[config.mk]
export PLATFORM = sky130hd
export DESIGN_NAME = spike_motor_decoder
export DESIGN_NICKNAME = d
export VERILOG_FILES = /design/src/rtl/spike_motor_decoder.sv
export SDC_FILE = /design/constraint.sdc
export NUM_CORES = 1
export LEC_CHECK = 0
export ABC_AREA = 1
export BUFFER_PORTS_ARGS = -buffer_cell sky130_fd_sc_hd__buf_4
export CAP_MARGIN = 20
export CORE_MARGIN = 4
export CORE_UTILIZATION = 40
export DETAILED_ROUTE_END_ITERATION = 7
export PLACE_DENSITY_LB_ADDON = 0.3
export SYNTH_ARGS = -nofsm -noshare
export SYNTH_HDL_FRONTEND = slang
export SYNTH_SLANG_ARGS = --single-unit
[constraint.sdc]
create_clock -name clk -period 2.1 [get_ports clk]
set_input_delay 0.63 -clock clk [delete_from_list [all_inputs] [get_ports clk]]
set_output_delay 0.63 -clock clk [all_outputs]
set_load 0.05 [all_outputs]
[src/rtl/spike_motor_decoder.sv]
// Spike-rate motor decoder: counts left/right spikes per window
// and turns the two rates into a STOP/LEFT/RIGHT/FORWARD command.
module spike_motor_decoder #(
  parameter int WIN_LEN  = 256,
  parameter int CW       = 9,
  parameter int DEADBAND = 4,
  parameter int MIN_RATE = 2
) (
  input  logic          clk,
  input  logic          rst,
  input  logic          en,
  input  logic          spike_left,
  input  logic          spike_right,
  input  logic          cmd_ready,
  output logic          cmd_valid,
  output logic [1:0]    cmd,
  output logic [CW-1:0] left_rate,
  output logic [CW-1:0] right_rate,
  output logic          overrun
);

  localparam int TW = $clog2(WIN_LEN);
  localparam logic [TW-1:0] LAST = TW'(WIN_LEN - 1);
  localparam logic [CW-1:0] MAXC = '1;

  localparam logic [1:0] C_STOP  = 2'b00;
  localparam logic [1:0] C_LEFT  = 2'b01;
  localparam logic [1:0] C_RIGHT = 2'b10;
  localparam logic [1:0] C_FWD   = 2'b11;

  typedef enum logic [1:0] {IDLE, COUNT, EVAL, OUT} state_e;

  state_e state_q, state_d;
  logic [TW-1:0] timer_q, timer_d;
  logic [CW-1:0] cnt_l_q, cnt_l_d;
  logic [CW-1:0] cnt_r_q, cnt_r_d;
  logic [CW-1:0] snap_l_q, snap_l_d;
  logic [CW-1:0] snap_r_q, snap_r_d;
  logic [CW-1:0] left_rate_q, left_rate_d;
  logic [CW-1:0] right_rate_q, right_rate_d;
  logic [1:0]    cmd_q, cmd_d;
  logic          cmd_valid_q, cmd_valid_d;
  logic          overrun_q, overrun_d;

  logic          win_end;
  logic          hs;
  logic [CW-1:0] nxt_l, nxt_r;
  logic signed [CW:0] diff;
  logic [CW:0]   abs_diff;
  logic [1:0]    dec_cmd;

  assign hs = cmd_valid_q && cmd_ready;

  // Window timer and saturating spike counters; run in every state.
  always_comb begin
    timer_d = timer_q;
    cnt_l_d = cnt_l_q;
    cnt_r_d = cnt_r_q;
    snap_l_d = snap_l_q;
    snap_r_d = snap_r_q;
    win_end = en && (timer_q == LAST);
    nxt_l = (spike_left && cnt_l_q != MAXC) ? cnt_l_q + 1'b1 : cnt_l_q;
    nxt_r = (spike_right && cnt_r_q != MAXC) ? cnt_r_q + 1'b1 : cnt_r_q;
    if (en) begin
      if (win_end) begin
        snap_l_d = nxt_l;
        snap_r_d = nxt_r;
        cnt_l_d = '0;
        cnt_r_d = '0;
        timer_d = '0;
      end else begin
        cnt_l_d = nxt_l;
        cnt_r_d = nxt_r;
        timer_d = timer_q + 1'b1;
      end
    end
  end

  // Rate comparison on the snapshot, one bit wider to avoid overflow.
  always_comb begin
    diff = $signed({1'b0, snap_l_q}) - $signed({1'b0, snap_r_q});
    abs_diff = diff[CW] ? $unsigned(-diff) : $unsigned(diff);
    if ({1'b0, snap_l_q} < (CW+1)'(MIN_RATE) &&
        {1'b0, snap_r_q} < (CW+1)'(MIN_RATE)) begin
      dec_cmd = C_STOP;
    end else if (abs_diff <= (CW+1)'(DEADBAND)) begin
      dec_cmd = C_FWD;
    end else if (snap_l_q > snap_r_q) begin
      dec_cmd = C_LEFT;
    end else begin
      dec_cmd = C_RIGHT;
    end
  end

  // Next-state logic.
  always_comb begin
    state_d = state_q;
    unique case (state_q)
      IDLE:  if (win_end) state_d = EVAL;
             else if (en) state_d = COUNT;
      COUNT: if (win_end) state_d = EVAL;
      EVAL:  state_d = OUT;
      OUT:   if (win_end) state_d = EVAL;
             else if (hs) state_d = COUNT;
      default: state_d = IDLE;
    endcase
  end

  // Result registers, valid flag and sticky overrun.
  always_comb begin
    left_rate_d = left_rate_q;
    right_rate_d = right_rate_q;
    cmd_d = cmd_q;
    cmd_valid_d = cmd_valid_q;
    overrun_d = overrun_q;
    unique case (state_q)
      EVAL: begin
        left_rate_d = snap_l_q;
        right_rate_d = snap_r_q;
        cmd_d = dec_cmd;
        cmd_valid_d = 1'b1;
      end
      OUT: begin
        if (hs) cmd_valid_d = 1'b0;
        if (win_end && !hs) overrun_d = 1'b1;
      end
      default: ;
    endcase
  end

  // State and datapath registers with synchronous active-low reset.
  always_ff @(posedge clk) begin
    if (!rst) begin
      state_q <= IDLE;
      timer_q <= '0;
      cnt_l_q <= '0;
      cnt_r_q <= '0;
      snap_l_q <= '0;
      snap_r_q <= '0;
      left_rate_q <= '0;
      right_rate_q <= '0;
      cmd_q <= C_STOP;
      cmd_valid_q <= 1'b0;
      overrun_q <= 1'b0;
    end else begin
      state_q <= state_d;
      timer_q <= timer_d;
      cnt_l_q <= cnt_l_d;
      cnt_r_q <= cnt_r_d;
      snap_l_q <= snap_l_d;
      snap_r_q <= snap_r_d;
      left_rate_q <= left_rate_d;
      right_rate_q <= right_rate_d;
      cmd_q <= cmd_d;
      cmd_valid_q <= cmd_valid_d;
      overrun_q <= overrun_d;
    end
  end

  assign cmd_valid = cmd_valid_q;
  assign cmd = cmd_q;
  assign left_rate = left_rate_q;
  assign right_rate = right_rate_q;
  assign overrun = overrun_q;

endmodule

==> impl_summary.log <==
INFO  metric fp.dieW = between 100 and 150 um
INFO  metric layout.cells.most_common = sky130_fd_sc_hd__nand2_1
INFO  metric cts-root-to-sink-buffers = 2
INFO  metric total_placed_cells_including_tap_cells = 708
INFO  metric worstMarginPinSlew = about 430 ps
INFO  metric synthDominantAreaCellType = sky130_fd_sc_hd__dfxtp_1
INFO  metric synth_compound_gate_area_share = 0.1375
INFO  metric ys_seq_elements = about 70
INFO  metric sw_frac_of_total = 0.3571
INFO  metric cts_tree = done
INFO  metric timing.critical_path.required = roughly 2400 ps
INFO  metric iter_0_drt_violations = 201
INFO  metric cts_buffers = 9
INFO  metric synth_area = around 3700 um^2
INFO  metric synth_top_family_by_area = simple AND/OR/NAND/NOR gates
INFO  metric postSynthNetCount = 566
INFO  metric io_pins = 28
INFO  metric async_reset_ff_frac = 0
INFO  metric finish.utilization = 0.5294
INFO  metric clock_latency = 340 ps
INFO  metric syn_inst = 540
INFO  metric synth_edf_count = 0
INFO  metric worstPathArrival = around 2600 ps
INFO  metric synth_fa_ha_area_frac = 0.06962
INFO  metric grt_setup_unrepaired = true
INFO  metric grt_max_degree = 33
INFO  metric slew_headroom = 0.7116
INFO  metric core_area = between 8000 and 9000 um^2
INFO  metric tritoncts_num_sinks = a little under 70
INFO  metric dp_hpwl = a little under 7 mm
INFO  metric final_cell_count_no_fill = ~720
INFO  metric fmaxAchievable = 428.7 MHz
INFO  metric clock_network_power_share = 0.320
INFO  metric synth_top_flop_cell = sky130_fd_sc_hd__dfxtp_1
INFO  metric layout.nets = approximately 640
INFO  metric p_per_area = approximately 800 nW/um^2
INFO  metric ant_nets = 0
INFO  metric layout_min_cycle_time = roughly 2300 ps
INFO  metric grtUsageTotal = 0.1650
INFO  metric syn_to_final_growth = 26.53%
INFO  metric gp_congestion = about 0.85
INFO  metric crit_path_end_kind = flop
INFO  metric synth-xor-area-share = 0.03785
INFO  metric path_max_fanout = 3
INFO  metric detailroute.via_count = roughly 3600
INFO  metric crit_path_start_kind = flop
INFO  metric worst-r2r-cell-count = 20
INFO  metric commonest_cells_after_routing_fill_and_taps_aside = 144 x sky130_fd_sc_hd__nand2_1, 76 x sky130_fd_sc_hd__buf_4, 65 x sky130_fd_sc_hd__dfxtp_1
INFO  metric setup_viol_count_final = 2
INFO  metric run_status = complete, but fails checks
INFO  metric port_buffers = 27
INFO  metric detail_route.wirelength = a little under 9 mm
INFO  metric clock-root-buffer = sky130_fd_sc_hd__clkbuf_8
INFO  metric post_cts.repair.setup_buffers = 0
INFO  metric row_count = 34
INFO  metric yosys-mux-area-fraction = 0
INFO  metric routed_wire_length_per_instance = between 10 and 15 um
INFO  metric nFillCells = 850
INFO  metric initial_utilization = 0.4184
INFO  metric first_global_vias = about 3300
INFO  metric worst_hold_path.num_cells = 2
INFO  metric antenna-diode-count = 0
INFO  metric worst_hold_check_path_type = flop to flop
INFO  metric dieHeight = 104.2 um
INFO  metric internal_power = 2422 uW
INFO  metric final.setup_skew = 6.518 ps
INFO  metric simple_gate_portion_of_the_synthesized_area = 0.2967
INFO  metric drv_cap = 0
INFO  metric ir_worst_vdd = between 0.4 and 0.5 mV
INFO  metric comb_power_share = 0.274
INFO  metric synth.lib_cells_used.distinct = 34
INFO  metric global_route_wire_length_before_repair = 15.06 mm
INFO  metric p_seq_frac = 0.405
INFO  metric grt_antenna_before_repair = 0
INFO  metric cellLeakagePower = 0.002195 uW
INFO  metric hold_slack = approximately 460 ps
INFO  metric holdBufCountCts = 0
INFO  metric netlist.area_leader.share = 0.3677
INFO  metric worst_slack = -232.8 ps
INFO  metric tritonroute_pass_1_iters = 4
INFO  metric grt_overflow = 0
INFO  metric drt-vias-per-instance = about 5
INFO  metric post-route-period-util = 1.111
INFO  metric criticalPathCategory = flop to flop
INFO  metric slew_viol_final = 0
INFO  metric synth_sequential_area_ratio = 0.3677
INFO  metric syn-mean-instance-area = between 6 and 7 um^2
INFO  metric ys_warn_count = 0
INFO  metric layout-drive-gt1-share = 0.2208
INFO  metric synth.top_cells.by_area = sky130_fd_sc_hd__dfxtp_1 37%, sky130_fd_sc_hd__nand2_1 15%, sky130_fd_sc_hd__inv_1 6.7%
INFO  metric number_of_h_tree_levels = 3
INFO  metric die_outline_area = between 10000 and 15000 um^2
INFO  metric clk_pin_slew = approximately 80 ps
INFO  metric failed_checks = negative setup slack
INFO  metric timing_hold_violations_final = 0
INFO  metric netSwitchingPower = approximately 1300 uW
INFO  metric drc = 0
## synth_stat cells (2+ instances only)
cell type	instances
sky130_fd_sc_hd__a211oi_1	2
sky130_fd_sc_hd__a21oi_1	46
sky130_fd_sc_hd__a21oi_2	2
sky130_fd_sc_hd__clkbuf_1	15
sky130_fd_sc_hd__clkinv_1	2
sky130_fd_sc_hd__dfxtp_1	68
sky130_fd_sc_hd__ha_1	19
sky130_fd_sc_hd__inv_1	66
sky130_fd_sc_hd__inv_2	2
sky130_fd_sc_hd__nand2_1	144
sky130_fd_sc_hd__nand2_2	6
sky130_fd_sc_hd__nand3_1	41
sky130_fd_sc_hd__nand3b_1	5
sky130_fd_sc_hd__nand4_1	3
sky130_fd_sc_hd__nor2_1	37
sky130_fd_sc_hd__nor3_1	8
sky130_fd_sc_hd__nor4_1	4
sky130_fd_sc_hd__o21ai_0	31
sky130_fd_sc_hd__o22ai_1	9
sky130_fd_sc_hd__or2_2	2
sky130_fd_sc_hd__xnor2_1	6
sky130_fd_sc_hd__xor2_1	10
## critical path, cell delays in order (launching register included)
cell and delay (ps):
sky130_fd_sc_hd__dfxtp_2 320, sky130_fd_sc_hd__inv_2 60, sky130_fd_sc_hd__ha_4 130, sky130_fd_sc_hd__inv_4 30, sky130_fd_sc_hd__fa_1 470, sky130_fd_sc_hd__inv_2 100
sky130_fd_sc_hd__ha_4 130, sky130_fd_sc_hd__inv_2 30, sky130_fd_sc_hd__nor2_2 110, sky130_fd_sc_hd__nand3_2 90, sky130_fd_sc_hd__nor2_1 100, sky130_fd_sc_hd__nand2_1 80
sky130_fd_sc_hd__nand2_2 80, sky130_fd_sc_hd__nand2_1 50, sky130_fd_sc_hd__nand2_1 50, sky130_fd_sc_hd__nand2_1 40, sky130_fd_sc_hd__nor2_1 90, sky130_fd_sc_hd__nand2_1 70
sky130_fd_sc_hd__nand2_1 60, sky130_fd_sc_hd__nand2_1 60, sky130_fd_sc_hd__a21oi_2 120
## layout make-up
| type | instances | area, um^2 | area share |
|---|---|---|---|
| clock buffer | 9 | 123.9 | 0.02644 |
| clock inverter | 7 | 101.3 | 0.02163 |
| inverter | 70 | 265.3 | 0.05662 |
| multi-input combinational | 385 | 2103 | 0.4490 |
| sequential | 68 | 1365 | 0.2914 |
| tap | 108 | 135.1 | 0.02885 |
| timing repair buffer | 77 | 590.6 | 0.1261 |
## sequential cells by signal (all words and copies together), names as in the netlist
signal and count:
cmd 2, cmd_valid 1, cnt_l_q 9, cnt_r_q 9, left_rate 9, overrun 1
right_rate 9, snap_l_q 9, snap_r_q 9, state_q 2, timer_q 8
## path summary, 6_finish.rpt
kind / start / end / slack (ps)
hold reg to reg: timer_q[5]$_SDFFE_PN0P_ / timer_q[5]$_SDFFE_PN0P_ / 460
setup reg to reg: snap_l_q[0]$_SDFFE_PN0P_ / cmd[1]$_SDFFE_PN0P_ / -230
setup / recovery: snap_l_q[0]$_SDFFE_PN0P_ / cmd[1]$_SDFFE_PN0P_ / -230
hold / removal: timer_q[5]$_SDFFE_PN0P_ / timer_q[5]$_SDFFE_PN0P_ / 460
## stage by stage
stage | power, uW | TNS (ps) | area, um^2 | setup slack, ps
after CTS | 3799 | -448.8 | 4604 | -230.7
after global routing | 3941 | -945.6 | 4684 | -483.1
after global placement | 2575 | -343.0 | 4372 | -172.1
final | 3767 | -442.8 | 4684 | -232.8
after detailed placement | 2598 | -485.0 | 4372 | -260.6
after floorplan | 2281 | -187.2 | 3719 | -93.62
## layer usage
| layer | GRT usage | part of all wire | wire length, um |
|---|---|---|---|
| met2 | 0.2851 | 0.50 | 4411 |
| met4 | 0.05033 | 0.0098 | 87 |
| met3 | 0.02980 | 0.024 | 213 |
| met5 | 0 | 0 | 0 |
| met1 | 0.2089 | 0.47 | 4187 |
## power groups by stage
stage	Combinational (uW)	Sequential, uW	Clock, uW
after floorplan	306	1970	0
after global placement	1020	1550	0
after detailed placement	1040	1560	0
after CTS	1040	1530	1220
after global routing	1110	1550	1280
final	1030	1530	1210
## cell families after synthesis
kind of cell | count (synthesis)
simple gates | 255
buf+inv | 87
fa+ha+maj | 20
compound gates | 94
flops | 68
xor+xnor | 16
## what timing repair did
action                     in CTS  in global routing
pin swaps                       3                  3
setup endpoints to repair       3                 12
resized for setup               3                 21
Power figures use the tool's default switching activity.
